===== src/rtl/instr_fetch_pkg.sv =====
// Shared types for the fetch stage: FSM states, buffered {pc, instr} entry.
// Latency: n/a (types and helpers only).
// Backpressure: n/a.
package instr_fetch_pkg;

  localparam int XLEN        = 32;
  localparam int INSTR_BYTES = 4;

  typedef enum logic [1:0] {BOOT, RUN, HALTED} fetch_state_e;

  typedef struct packed {
    logic [XLEN-1:0] pc;
    logic [XLEN-1:0] instr;
  } fetch_entry_t;

  // Force a byte address onto an instruction boundary.
  function automatic logic [XLEN-1:0] word_align(input logic [XLEN-1:0] addr);
    return {addr[XLEN-1:2], 2'b00};
  endfunction

endpackage


===== src/rtl/fetch_fifo.sv =====
// DEPTH-entry buffer of fetched {pc, instr} pairs; head is read combinationally.
// Latency: an entry pushed this cycle is visible at the head the next cycle.
// Backpressure: caller must not push when full unless popping; flush beats push/pop.
module fetch_fifo
  import instr_fetch_pkg::*;
#(
  parameter  int DEPTH = 2,
  localparam int PTR_W = $clog2(DEPTH)
) (
  input  logic         clk,
  input  logic         rst_n,
  input  logic         push,
  input  fetch_entry_t push_entry,
  input  logic         pop,
  input  logic         flush,
  output fetch_entry_t head,
  output logic [PTR_W:0] count
);

  fetch_entry_t     mem [DEPTH];
  logic [PTR_W-1:0] rd_ptr;
  logic [PTR_W-1:0] wr_ptr;
  logic             do_push;
  logic             do_pop;

  assign do_push = push && !flush;
  assign do_pop  = pop && !flush && (count != '0);

  // Storage is not reset: slots are only observable while counted as occupied.
  always_ff @(posedge clk) begin
    if (do_push) mem[wr_ptr] <= push_entry;
  end

  // Pointer and occupancy bookkeeping; a flush empties the buffer outright.
  always_ff @(posedge clk or negedge rst_n) begin
    if (!rst_n) begin
      rd_ptr <= '0;
      wr_ptr <= '0;
      count  <= '0;
    end else if (flush) begin
      rd_ptr <= '0;
      wr_ptr <= '0;
      count  <= '0;
    end else begin
      if (do_push) wr_ptr <= wr_ptr + PTR_W'(1);
      if (do_pop)  rd_ptr <= rd_ptr + PTR_W'(1);
      if (do_push && !do_pop)      count <= count + (PTR_W+1)'(1);
      else if (do_pop && !do_push) count <= count - (PTR_W+1)'(1);
    end
  end

  // Empty buffer presents an all-zero head.
  always_comb begin
    head = '0;
    if (count != '0) head = mem[rd_ptr];
  end

endmodule


===== src/rtl/instr_fetch.sv =====
// PC generation and fetch buffer in front of a zero-latency IMEM. Optional macro: FETCH_MISALIGN_CHK_EN.
// Latency: one bubble after reset release, then one instruction per cycle; head valid the cycle after fetch.
// Backpressure: if_ready low fills the buffer, then the PC and Instr_Addr hold; redirect flushes everything.
module instr_fetch
  import instr_fetch_pkg::*;
#(
  parameter  logic [31:0] RESET_PC = 32'h0000_0000,
  parameter  int          DEPTH    = 2,
  localparam int          PTR_W    = $clog2(DEPTH)
) (
  input  logic             clk,
  input  logic             reset,
  output logic [31:0]      Instr_Addr,
  input  logic [31:0]      Instr_rdata,
  input  logic             redirect_valid,
  input  logic [31:0]      redirect_pc,
  input  logic             halt_req,
  output logic             if_valid,
  input  logic             if_ready,
  output logic [31:0]      if_instr,
  output logic [31:0]      if_pc,
  output logic [31:0]      if_pc_plus4,
  output logic [PTR_W:0]   if_count
`ifdef FETCH_MISALIGN_CHK_EN
  ,
  output logic             if_misalign
`endif
);

  localparam logic [PTR_W:0] FULL_CNT = (PTR_W+1)'(DEPTH);

  fetch_state_e state;
  logic [31:0]  pc;
  logic         push;
  logic         pop;
  logic         redir_bad;
  logic [31:0]  redir_target;
  fetch_entry_t head;
  fetch_entry_t new_entry;

`ifdef FETCH_MISALIGN_CHK_EN
  logic misalign_flag;
  assign redir_bad   = (redirect_pc[1:0] != 2'b00);
  assign if_misalign = misalign_flag;
`else
  // Low target bits are dropped silently when the check is not built in.
  logic unused_redirect_lsbs;
  assign unused_redirect_lsbs = ^redirect_pc[1:0];
  assign redir_bad = 1'b0;
`endif

  assign redir_target = word_align(redirect_pc);

  // Consumer handshake; a redirect in the same cycle discards it via flush.
  assign pop  = if_valid && if_ready;
  // Fetch only in RUN, never on a redirect or halt cycle, and only if a slot frees up.
  assign push = (state == RUN) && !redirect_valid && !halt_req &&
                ((if_count != FULL_CNT) || pop);

  assign new_entry = '{pc: pc, instr: Instr_rdata};

  // FSM and PC register; a redirect overrides everything else after reset.
  always_ff @(posedge clk or negedge reset) begin
    if (!reset) begin
      state <= BOOT;
      pc    <= RESET_PC;
`ifdef FETCH_MISALIGN_CHK_EN
      misalign_flag <= 1'b0;
`endif
    end else if (redirect_valid) begin
      pc    <= redir_target;
      state <= redir_bad ? HALTED : RUN;
`ifdef FETCH_MISALIGN_CHK_EN
      misalign_flag <= redir_bad;
`endif
    end else begin
      unique case (state)
        BOOT:    state <= RUN;
        RUN: begin
          if (halt_req)  state <= HALTED;
          else if (push) pc    <= pc + XLEN'(INSTR_BYTES);
        end
        HALTED:  state <= HALTED;
        default: state <= BOOT;
      endcase
    end
  end

  // Flushing during BOOT is harmless since the buffer is already empty.
  fetch_fifo #(
    .DEPTH (DEPTH)
  ) u_fifo (
    .clk        (clk),
    .rst_n      (reset),
    .push       (push),
    .push_entry (new_entry),
    .pop        (pop),
    .flush      (redirect_valid),
    .head       (head),
    .count      (if_count)
  );

  assign Instr_Addr  = pc;
  assign if_valid    = (if_count != '0);
  assign if_instr    = head.instr;
  assign if_pc       = head.pc;
  assign if_pc_plus4 = if_valid ? (head.pc + XLEN'(INSTR_BYTES)) : '0;

endmodule

===== config.mk =====
export PLATFORM = sky130hd
export DESIGN_NAME = instr_fetch
export DESIGN_NICKNAME = d
export VERILOG_FILES = /design/src/rtl/instr_fetch_pkg.sv /design/src/rtl/fetch_fifo.sv /design/src/rtl/instr_fetch.sv
export SDC_FILE = /design/constraint.sdc
export NUM_CORES = 1
export LEC_CHECK = 0
export ABC_CLOCK_PERIOD_IN_PS = 6700
export CORE_UTILIZATION = 35
export DETAILED_ROUTE_END_ITERATION = 6
export HOLD_SLACK_MARGIN = 0.1
export PLACE_DENSITY_LB_ADDON = 0.2
export SLEW_MARGIN = 30
export SYNTH_ARGS = -nofsm -noshare
export SYNTH_HDL_FRONTEND = slang
export SYNTH_SLANG_ARGS = --single-unit

===== constraint.sdc =====
create_clock -name clk -period 6.7 [get_ports clk]
set_clock_uncertainty 0.2 [all_clocks]
set_input_delay 1.34 -clock clk [delete_from_list [all_inputs] [get_ports clk]]
set_output_delay 1.34 -clock clk [all_outputs]
set_load 0.005 [all_outputs]

==> flow_summary.yaml <==
timing:
  totalNegativeSetupSlack_ps: 0
  period_minus_slack_ps: 5479
  max_freq_mhz: 182.5
  maxSlewViolCount: 0
  post-route-period-util: 0.8177
  rsz0062_at_grt: "false"
  finalSetupViolations: 0
  hold_viol: 0
  whs_ps: 321.5
  tightest_slew_ps: 865.1
  slew_headroom: 0.4232
cts:
  clock-sinks: 160
  clock-root-buffer: "clkbuf_16"
  hold_buffers: 0
  path_clk_slew_ps: 60
  max-clock-path-buffers: 2
  clock_latency_ps: 420
  post_cts_resize_count: 0
  post-cts-setup-buffer-count: 0
  cts_buffers: 17
  cts_tree: "built"
  cts_max_level: 4
setup_path:
  path_depth: 6
  crit_path_end_kind: "primary output"
  required_ps: 5160
  crit_chain: "mux2i_1, nor3_1, nand4_1, a2111o_1, xnor2_1, clkdlybuf4s50_1"
  cp_slowest_cell: "dfrtp_4"
  startpoint_type: "flip-flop"
  ff2ff_path_depth: 6
  worstPathMaxFanout: 43
  worst-setup-path-type: "reg2out"
  path_delay_family: "simple AND/OR/NAND/NOR gates"
  critPathBufInv: 1
  max_stage_delay_ps: 860
  arrival_ps: 3940
cells_and_area:
  insertedDiodeCount: 0
  layout.nets: 887
  area_growth_pct: 34.81
  drive_above_1_share: 0.07860
  n_fill_cell: 1934
  seqCellArea_sq_um: 4628
  multiInputGateArea_sq_um: 2829
  fin_cells: 1102
  layout_common_cells: "clkdlybuf4s50_1, edfxtp_1, nor2_1"
  layout_commonest_cell: "clkdlybuf4s50_1"
global_routing:
  grt_pass1_vias: 5283
  grt_max_degree: 69
  globalRouteOverflowTotal: 0
  antenna_found_initial: 0
  grtUsageTotal: 0.1739
  grt_pass1_wl_mm: 29.37
logic_synthesis:
  synthFlopType: "edfxtp_1"
  yosys_warnings: 0
  seq_area_frac_synth: 0.6009
  synthCells: 630
  synth_edf_count: 124
  async_flop_share: 0.2250
  syn_area_sq_um: 7696
  ys_ff_latch: 160
  syn_area_per_cell_sq_um: 12.22
  ys_types: 48
place:
  portBuffers: 191
  place.gp.congestion: 0.7825
  dp_cells: 1070
  dp_hpwl_mm: 14.08
route:
  routed_wl_mm: 19.67
  drtPass1Iterations: 5
  initialDrtViolationCount: 273
  drc: 0
  num_vias: 5500
  antenna_left: 0
  avgRoutedWirePerCell_microns: 17.85
  vias_per_cell: 4.991
power:
  irDropWorstVdd_mv: 0.1630
  power_density_nw_per_um2: 260.9
  total_leakage_power_uw: 0.003496
job:
  maxCapViolCount: 0
die:
  die_w_microns: 150.3
  start_util: 0.3615
  num_rows: 53
  die-area_sq_um: 22590
  io_pins: 200
  die_y_microns: 150.3
  core_area_sq_um: 21290
hold_path:
  worstHoldPathCells: 2
  hold_class: "reg2reg"
run_status:
  outcome: "finished, final reports clean"
-- power breakdown --
part | switching (uW) | internal (uW) | leakage [uW]
combinational | 259 | 287 | 0.00166
sequential | 76.6 | 1150 | 0.00157
clock | 383 | 548 | 0.000267
-- flip-flops by register name, summed over array words and instances (netlist names) --
signal,cells
Instr_Addr,30
u_fifo.count,2
state,2
u_fifo.mem,124
u_fifo.wr_ptr,1
u_fifo.rd_ptr,1
-- synthesized netlist by cell type, drive strengths merged (3+ instances only) --
library cell	count	area, sq um
edfxtp	124	3724
nor2	77	299.0
mux2i	62	620.6
nand2	60	225.2
dfrtp	36	900.9
xnor2	35	306.5
o21ai	34	170.2
buf	28	188.9
nand3	26	145.1
nor4	23	181.4
xor2	19	166.4
inv	15	56.30
nor3	15	75.07
nand4	12	96.34
clkbuf	9	33.78
a211oi	6	80.07
nand3b	6	82.58
a21oi	5	25.02
and4	5	43.79
and2	4	25.02
ha	4	50.05
nand2b	4	25.02
and3	3	18.77
o31a	3	26.28
-- kinds of logic after synthesis --
group,synth area share
adders and majority gates,0.006503
other,0.0004873
DFF,0.6009
AOI/OAI and AO/OA,0.04292
muxes,0.08356
xor gates and xnor gates,0.06145
and+or+nand+nor,0.1679
buffers and inverters,0.03625
-- through the flow --
| stage | power, uW | util | worst slack (ps) | area (sq um) |
|---|---|---|---|---|
| finish | 2707 | 0.4874 | 1221 | 10380 |
| detailed placement | 1802 | 0.4606 | 1619 | 9804 |
| global placement | 1787 | 0.4606 | 1632 | 9804 |
| CTS | 2736 | 0.4874 | 1155 | 10380 |
| global route | 2828 | 0.4874 | 1005 | 10380 |
| floorplan | 1494 | - | 1591 | 7720 |
-- routing by layer --
| layer | global-route usage | share of wire | wire length (microns) | vias up |
|---|---|---|---|---|
| met4 | 0.05505 | 0.013 | 259 | 0 |
| met2 | 0.2705 | 0.46 | 8981 | 220 |
| met5 | 0 | 0 | 0 | - |
| met3 | 0.03697 | 0.066 | 1289 | 21 |
| met1 | 0.2417 | 0.46 | 9137 | 2636 |
| li1 | - | - | - | 2623 |
-- final cells by class --
cell class | instances | share of cell area
repair buffers | 197 | 0.1877
clock inverters | 13 | 0.01327
clock buffers | 19 | 0.04173
inverters | 15 | 0.005427
flip-flops and latches | 160 | 0.4461
multi-input cells | 423 | 0.2727
well taps | 275 | 0.03316
-- path summary, 6_finish.rpt --
path | end | start | slack (ps)
max | if_pc_plus4[21] | u_fifo.rd_ptr | 1220
min | state[1] | state[1] | 320
max reg2reg | u_fifo.mem[1][35] | state[1] | 3470
min reg2reg | state[1] | state[1] | 320
max in group asynchronous | u_fifo.rd_ptr | reset | 4850
min in group asynchronous | Instr_Addr[29] | reset | 820
-- worst register-to-register path, delay by kind of cell (launching register included) --
family / cells / cell delay [ps]
buf+inv: 2 / 630
flops: 1 / 380
fa+ha+maj: 1 / 170
simple gates: 3 / 1480
Note: power is estimated with default switching activity, not from simulation.
